File: config.mk
export PLATFORM = sky130hd
export DESIGN_NAME = bcd_display_scanner
export DESIGN_NICKNAME = d
export VERILOG_FILES = /design/src/rtl/bcd_display_scanner.sv
export SDC_FILE = /design/constraint.sdc
export NUM_CORES = 1
export LEC_CHECK = 0
export CORE_MARGIN = 3
export CORE_UTILIZATION = 55
export CTS_CLUSTER_DIAMETER = 40
export DETAILED_ROUTE_END_ITERATION = 8
export GPL_TIMING_DRIVEN = 0
export PLACE_DENSITY = 0.78
export SYNTH_ARGS = -nofsm -noshare
export SYNTH_HDL_FRONTEND = slang
export SYNTH_SLANG_ARGS = --single-unit
File: constraint.sdc
create_clock -name clk -period 3.54 [get_ports clk]
set_clock_uncertainty 0.15 [all_clocks]
set_input_delay 0.354 -clock clk [delete_from_list [all_inputs] [get_ports clk]]
set_output_delay 0.354 -clock clk [all_outputs]
set_load 0.1 [all_outputs]
File: src/rtl/bcd_display_scanner.sv
// Two-digit multiplexed 7-segment scanner: latches a packed BCD pair on load and
// alternates ones/tens on a shared segment bus with a blank dead-time per slot.
module bcd_display_scanner #(
  parameter int SCAN_DIV       = 1000,
  parameter int DEAD           = 2,
  parameter bit SEG_ACTIVE_LOW = 1'b0
) (
  input  logic       clk,
  input  logic       rst,
  input  logic [7:0] bcd_in,
  input  logic       load,
  input  logic       blank_lz,
  output logic [6:0] seg,
  output logic [1:0] digit_en,
  output logic       err
);

  localparam logic [15:0] SLOT_LAST = 16'(SCAN_DIV - 1);
  localparam logic [15:0] DEAD_LAST = 16'(DEAD - 1);
  localparam logic [6:0]  SEG_OFF   = SEG_ACTIVE_LOW ? 7'h7F : 7'h00;

  typedef enum logic [1:0] {BLANK_ONES, SHOW_ONES, BLANK_TENS, SHOW_TENS} state_t;

  state_t      state, state_nxt;
  logic [15:0] cnt, cnt_nxt;
  logic [7:0]  val, val_nxt;
  logic        err_nxt;
  logic [6:0]  seg_raw;
  logic [1:0]  en_nxt;

  function automatic logic [6:0] enc(input logic [3:0] d);
    case (d)
      4'd0:    enc = 7'h3F;
      4'd1:    enc = 7'h06;
      4'd2:    enc = 7'h5B;
      4'd3:    enc = 7'h4F;
      4'd4:    enc = 7'h66;
      4'd5:    enc = 7'h6D;
      4'd6:    enc = 7'h7D;
      4'd7:    enc = 7'h07;
      4'd8:    enc = 7'h7F;
      4'd9:    enc = 7'h6F;
      default: enc = 7'h40;
    endcase
  endfunction

  always_comb begin
    val_nxt   = load ? bcd_in : val;
    err_nxt   = load ? ((bcd_in[7:4] > 4'd9) || (bcd_in[3:0] > 4'd9)) : err;
    cnt_nxt   = (cnt == SLOT_LAST) ? 16'd0 : cnt + 16'd1;
    state_nxt = state;
    case (state)
      BLANK_ONES: if (cnt == DEAD_LAST) state_nxt = SHOW_ONES;
      SHOW_ONES:  if (cnt == SLOT_LAST) state_nxt = BLANK_TENS;
      BLANK_TENS: if (cnt == DEAD_LAST) state_nxt = SHOW_TENS;
      SHOW_TENS:  if (cnt == SLOT_LAST) state_nxt = BLANK_ONES;
      default:    state_nxt = BLANK_ONES;
    endcase
    // Outputs follow next-state and next-val so a load shows up on its own edge.
    seg_raw = 7'h00;
    en_nxt  = 2'b00;
    case (state_nxt)
      SHOW_ONES: begin
        seg_raw = enc(val_nxt[3:0]);
        en_nxt  = 2'b01;
      end
      SHOW_TENS: begin
        if (!(blank_lz && val_nxt[7:4] == 4'd0)) begin
          seg_raw = enc(val_nxt[7:4]);
          en_nxt  = 2'b10;
        end
      end
      default: ;
    endcase
  end

  always_ff @(posedge clk or posedge rst) begin
    if (rst) begin
      state    <= BLANK_ONES;
      cnt      <= 16'd0;
      val      <= 8'h00;
      err      <= 1'b0;
      seg      <= SEG_OFF;
      digit_en <= 2'b00;
    end else begin
      state    <= state_nxt;
      cnt      <= cnt_nxt;
      val      <= val_nxt;
      err      <= err_nxt;
      seg      <= SEG_ACTIVE_LOW ? ~seg_raw : seg_raw;
      digit_en <= en_nxt;
    end
  end

endmodule

==> impl_metrics.toml <==
[placement]
dp_hpwl_um = 3150
placed_area_um2 = 2300
port_buffers = 21
placedCellCount = 265
gp_congestion = 0.864

[die]
row_count = 21
die_x_um = 66.8
ioPinCount = 22
core-area_um2 = 3440
initial_utilization = 0.591
die_area_um2 = 4470
fp.dieH_um = 66.8

[layout]
num-nets-final = 250
areaGrowthSynthToFinish_pct = 18.6
fin_area_um2 = 2410
stdcell_count = 273
layout_commonest_cell = "dfrtp_1"
insertedDiodeCount = 0
final_cell_mix = "dfrtp_1, clkdlybuf4s50_1, nor2_1"
drive_gt1_frac = 0.101

[timing]
finalHoldViolCount = 0
setup_tns_ns = 0
post-route-min-period_ns = 3.01
period_share = 0.851
max_freq_ghz = 0.332
relSlewSlack = 0.347
slew_viol_final = 0
worstMarginPinSlew_ns = 0.976
setup-violations-final = 0
rsz0062_at_grt = "no"

[drt]
drt-wirelength-per-cell_um = 16.1
drtPass1Iterations = 6
viasPerCell = 6.03
vias = 1647
dr.first_iter.drc_count = 88
wirelength_um = 4390
drc = 0
antenna_left = 0

[logic_synthesis]
ys_types = 45
yosys.area.top_type = "dfrtp_1"
netlist_area_um2 = 2040
yosysWarnings = 0
yosys-top-cells-area = "dfrtp_1, ha_1, xor2_1"
ys_seq_area_frac = 0.443
netlist.area_leader.share = 0.443
syn_nets = 222
syn-instance-count = 198
ys_ff_latch = 36
syn_area_per_cell_um2 = 10.3

[hold_path]
hold_path.class = "reg2reg"
worstHoldPathCells = 1

[clock_tree]
hold_buffers = 0
clk_path_buf_depth = 2
cts_tree = "built"
clkLatencyLatePin_ns = 0.29
numCtsBuffers = 5
cts-resized-gates = 0
path_clk_slew_ns = 0.08
postCtsSetupBuffers = 0
clock_sinks = 36
cts-root-buf = "clkbuf_8"
htreeDepth = 2

[pwr]
peakVddDrop_v = 0.000331
seq_power_share = 0.410
p_leak_nw = 1.04
intPower_mw = 0.724
power.switching_mw = 0.363
p_per_area_nw_per_um2 = 450
pwr-share-clk = 0.334
swShare = 0.334
power_frac_comb = 0.256

[critical_path]
worstSetupPathType = "in2reg"
critPathLaunchType = "input port"
endpoint_kind = "flop"
crit_arrival_ns = 3.00
crit_chain = "clkdlybuf4s50_1, buf_2, buf_1, mux2i_1, ha_1, nand2_1, nor3b_1, o31ai_1, a311oi_1"
max_stage_delay_ns = 0.48
reg2reg_depth = 6
required_ns = 3.53
cp_max_fo = 10
critPathSlowestCell = "clkdlybuf4s50_1"

[grt]
grt_max_degree = 37
grt_pass1_vias = 1650
overflow = 0
grt_first_pass_wirelength_um = 7550
antenna_found_initial = 0
grt.total_usage = 0.226

[flow_run]
maxCapViolations = 0

[status]
status = "finished, final reports clean"
final timing paths:
check	to	slack, ns	startpoint
worst max-delay path	seg[3]$_DFF_PP0_	0.53	load
min in group asynchronous	cnt[15]$_DFF_PP0_	0.36	rst
worst min register to register	cnt[0]$_DFF_PP0_	0.34	cnt[0]$_DFF_PP0_
worst min-delay path	cnt[0]$_DFF_PP0_	0.34	cnt[0]$_DFF_PP0_
worst max register to register	seg[4]$_DFF_PP0_	1.07	val[1]$_DFF_PP0_
max in group asynchronous	seg[2]$_DFF_PP0_	2.40	rst
logic make-up (layout without fill, tap and decap cells):
family          Yosys count  count (layout)  share of synthesized area
compound gates           33              33                      0.135
xor+xnor                 15              15                     0.0645
fa+ha+maj                12              12                     0.0738
buf+inv                  20              49                     0.0412
flops                    36              36                      0.443
mux                      11              11                     0.0578
simple gates             71              71                      0.186
cell type report:
type	instances	area, um2
flip-flops and latches	36	901
inverters	12	45.0
clock inverters	3	42.5
well taps	46	57.6
repair buffers	21	210
multi-input cells	142	1050
plain buffers	8	38.8
fillers	272	1030
clock buffers	5	68.8
metrics by stage:
stage          total power [mW]  setup WS [ns]  hold slack (ns)  utilization
4_1_cts                    1.09          0.520            0.342        0.702
3_5_place_dp              0.726          0.253            0.332        0.669
5_1_grt                    1.13          0.355            0.364        0.702
6_report                   1.09          0.527            0.338        0.702
3_3_place_gp              0.720          0.344            0.304        0.669
2_1_floorplan             0.653           1.14            0.283            -
synthesized netlist by cell type, drive strengths merged:
master and n:
a211oi 3, nand3b 1, a21oi 4, and3 3, o31ai 3, and3b 1
dfrtp 36, nor4b 1, inv 11, nor3b 4, xor2 9, o211ai 1
buf 3, clkinv 1, a31oi 2, a221oi 1, o41a 1, nor2 18
a2111oi 1, o41ai 1, a21boi 1, nand4 3, nor4 1, o311a 1
ha 12, or3 1, mux2 3, o221a 3, o21ai 4, or4 2
nand2 12, a211o 1, nand3 8, and2 1, clkbuf 5, a311oi 6
mux2i 8, xnor2 6, or3b 1, nor3 14
state kept, by name, indices dropped and copies added, names as in the netlist:
name,count
state,2
val,8
cnt,16
seg,7
err,1
digit_en,2
layer usage:
metal | share of wire | GRT usage | wire (um)
met1 | 0.41 | 0.254 | 1790
met5 | 0 | 0 | 0
met3 | 0.041 | 0.0523 | 180
met4 | 0.013 | 0.0812 | 55
met2 | 0.54 | 0.412 | 2360
power by group through the flow:
stage               logic (mW)  registers [mW]  clock network, mW
detailed placement       0.273           0.453                  0
global route             0.297           0.448              0.386
CTS                      0.278           0.445              0.367
global placement         0.268           0.452                  0
finish                   0.278           0.445              0.363
floorplan               0.0979           0.555                  0
critical path: cells and delay by family:
family / cells / cell delay (ns)
AOI/OAI and AO/OA: 2 / 0.42
adders and majority gates: 1 / 0.33
buffers and inverters: 3 / 1.14
muxes: 1 / 0.45
and+or+nand+nor: 2 / 0.31
Note: power is estimated with default switching activity, not from simulation.
==> RTL edit, RTL diff (same flow settings) <==
The 4 states of `state_t` get a one-hot encoding in 4 bits.
--- a/src/rtl/bcd_display_scanner.sv
+++ b/src/rtl/bcd_display_scanner.sv
@@ -21,3 +21,3 @@
 
-  typedef enum logic [1:0] {BLANK_ONES, SHOW_ONES, BLANK_TENS, SHOW_TENS} state_t;
+  typedef enum logic [3:0] {BLANK_ONES = 4'b0001, SHOW_ONES = 4'b0010, BLANK_TENS = 4'b0100, SHOW_TENS = 4'b1000} state_t;
 
Check against the original RTL: no difference found for any inputs over 10 cycles, from zero or initial values and one cycle with rst high; not proved beyond that.
==> RTL edit against the original RTL <==
Largest power group unchanged; synthesized area is 2.0% lower; sequential share of layout area is 4.1 points higher; power is 14% lower; cell area is 4.8% lower; fmax is 23% higher; sequential power is 4% higher; sequential cell count is 2 higher; routed wire length is 8.8% lower; worst setup slack better by 560 ps; first-iteration DRC count is 26% higher; non-clock buffer count is 8 lower; die area is 1.8% lower; global-route usage is 1.9 points lower.
==> RTL edit: results <==
outcome:
  outcome: "complete, no violations"
critical_path:
  rrSetupSlack_ps: 1090
  critPathTopFamily: "simple AND/OR/NAND/NOR gates"
  path_max_fanout: 9
  max_stage_delay_ps: 590
  critPathSlowestCell: "or4_4"
  arrival_ps: 2510
yosys:
  ys_top_cells_by_count: "dfrtp_1, nor2_1, inv_1"
  synth_compound_area_share_pct: 11.4
  synth.distinct_cells: 41
  yosys.area_share.xor_xnor_pct: 5.71
  syn_nets: 210
  synth.avg_cell_area_sq_um: 10.6
  yosys-top-cells-area: "dfrtp_1, mux2i_1, ha_1"
  synth_fa_ha_area_share_pct: 6.27
  ys.flop_type: "dfrtp_1"
  muxShareOfSynthArea_pct: 6.52
  yosysSeqAreaShare_pct: 47.7
  synth_warnings: 0
clocking:
  clk_pin_slew_ps: 100
  clk_latency_ps: 340
  numCtsBuffers: 5
  htreeDepth: 2
  cts_buffer_depth: 2
  post_cts_buffers: 0
  cts-root-buf: "clkbuf_4"
placed_design:
  placed_cells: 254
  io_buffer_count: 20
  gp_congestion: 0.902
  dp_hpwl_microns: 2900
worst_hold_path:
  hold_class: "primary input to flip-flop"
global_route:
  grt_pass1_vias: 1491
  track_usage_pct: 20.6
  grt_pass1_wl_microns: 6760
  grt_antenna_before_repair: 0
  grt_max_degree: 39
layout:
  drive_gt1_share_pct: 8.37
  fillers: 266
  top_regs: "cnt x16, val x8, seg x7"
  final_cells: 261
  num-nets-final: 237
  diodes: 0
detailed_routing:
  viasPerCell: 5.86
  drt-initial-drc-count: 111
  avgRoutedWirePerCell_microns: 15.3
  firstDrtPassIters: 4
sta:
  max_slew_margin_pct: 34.0
  post-route-min-period_ps: 2450
  finalSetupViolCount: 0
power_and_ir_drop:
  ir_drop_mv: 0.240
  leakage_uw: 0.00104
  p_switching_uw: 326
RTL edit: cell families after synthesis:
family	count (synthesis)
buf+inv	17
compound gates	31
mux	13
simple gates	66
fa+ha+maj	10
flops	38
xor+xnor	13
RTL edit: through the flow:
step           instance area (sq um)  hold WS [ps]  utilization, %
2_1_floorplan                   2000           297               -
3_3_place_gp                    2250           315            66.0
3_5_place_dp                    2250           326            66.0
4_1_cts                         2300           231            67.3
5_1_grt                         2300           234            67.3
6_report                        2300           242            67.3
RTL edit: final cells by class:
class	count	area, sq um	share of cell area (%)
plain buffers	1	5.00	0.218
repair buffers	20	200	8.71
flip-flops and latches	38	952	41.4
clock buffers	7	45.0	1.96
well taps	46	57.6	2.50
multi-input cells	133	978	42.6
inverters	16	60.1	2.61
RTL edit: worst register-to-register path: stages (launching register included):
cell     delay (ps)
dfrtp_1         450
or4_4           590
or4_4           590
a32oi_4         360
o22ai_1         180
RTL edit: power by group through the flow:
stage / Clock [uW] / Combinational, uW / Sequential, uW
after floorplan: 0 / 85.2 / 574
after global placement: 0 / 248 / 471
after detailed placement: 0 / 254 / 472
after CTS: 216 / 256 / 464
after global routing: 233 / 269 / 466
final: 209 / 257 / 464
RTL edit: final timing paths:
kind                              start       to  depth (start not counted)
worst max-delay path             cnt[3]   seg[6]                          4
worst min-delay path               load      err                          2
worst max register to register   cnt[3]   seg[6]                          4
worst min register to register  cnt[15]  cnt[15]                          1
max in group asynchronous           rst   seg[2]                          2
min in group asynchronous           rst  cnt[12]                          2
RTL edit: per-layer routing:
layer  vias to the layer above  GRT usage (%)  routed length (microns)
li1                        723              -                        -
met1                       759           23.3                     1600
met2                        36           36.3                     2160
met3                        11           5.61                      158
met4                         0           8.63                       89
met5                         -              0                        0
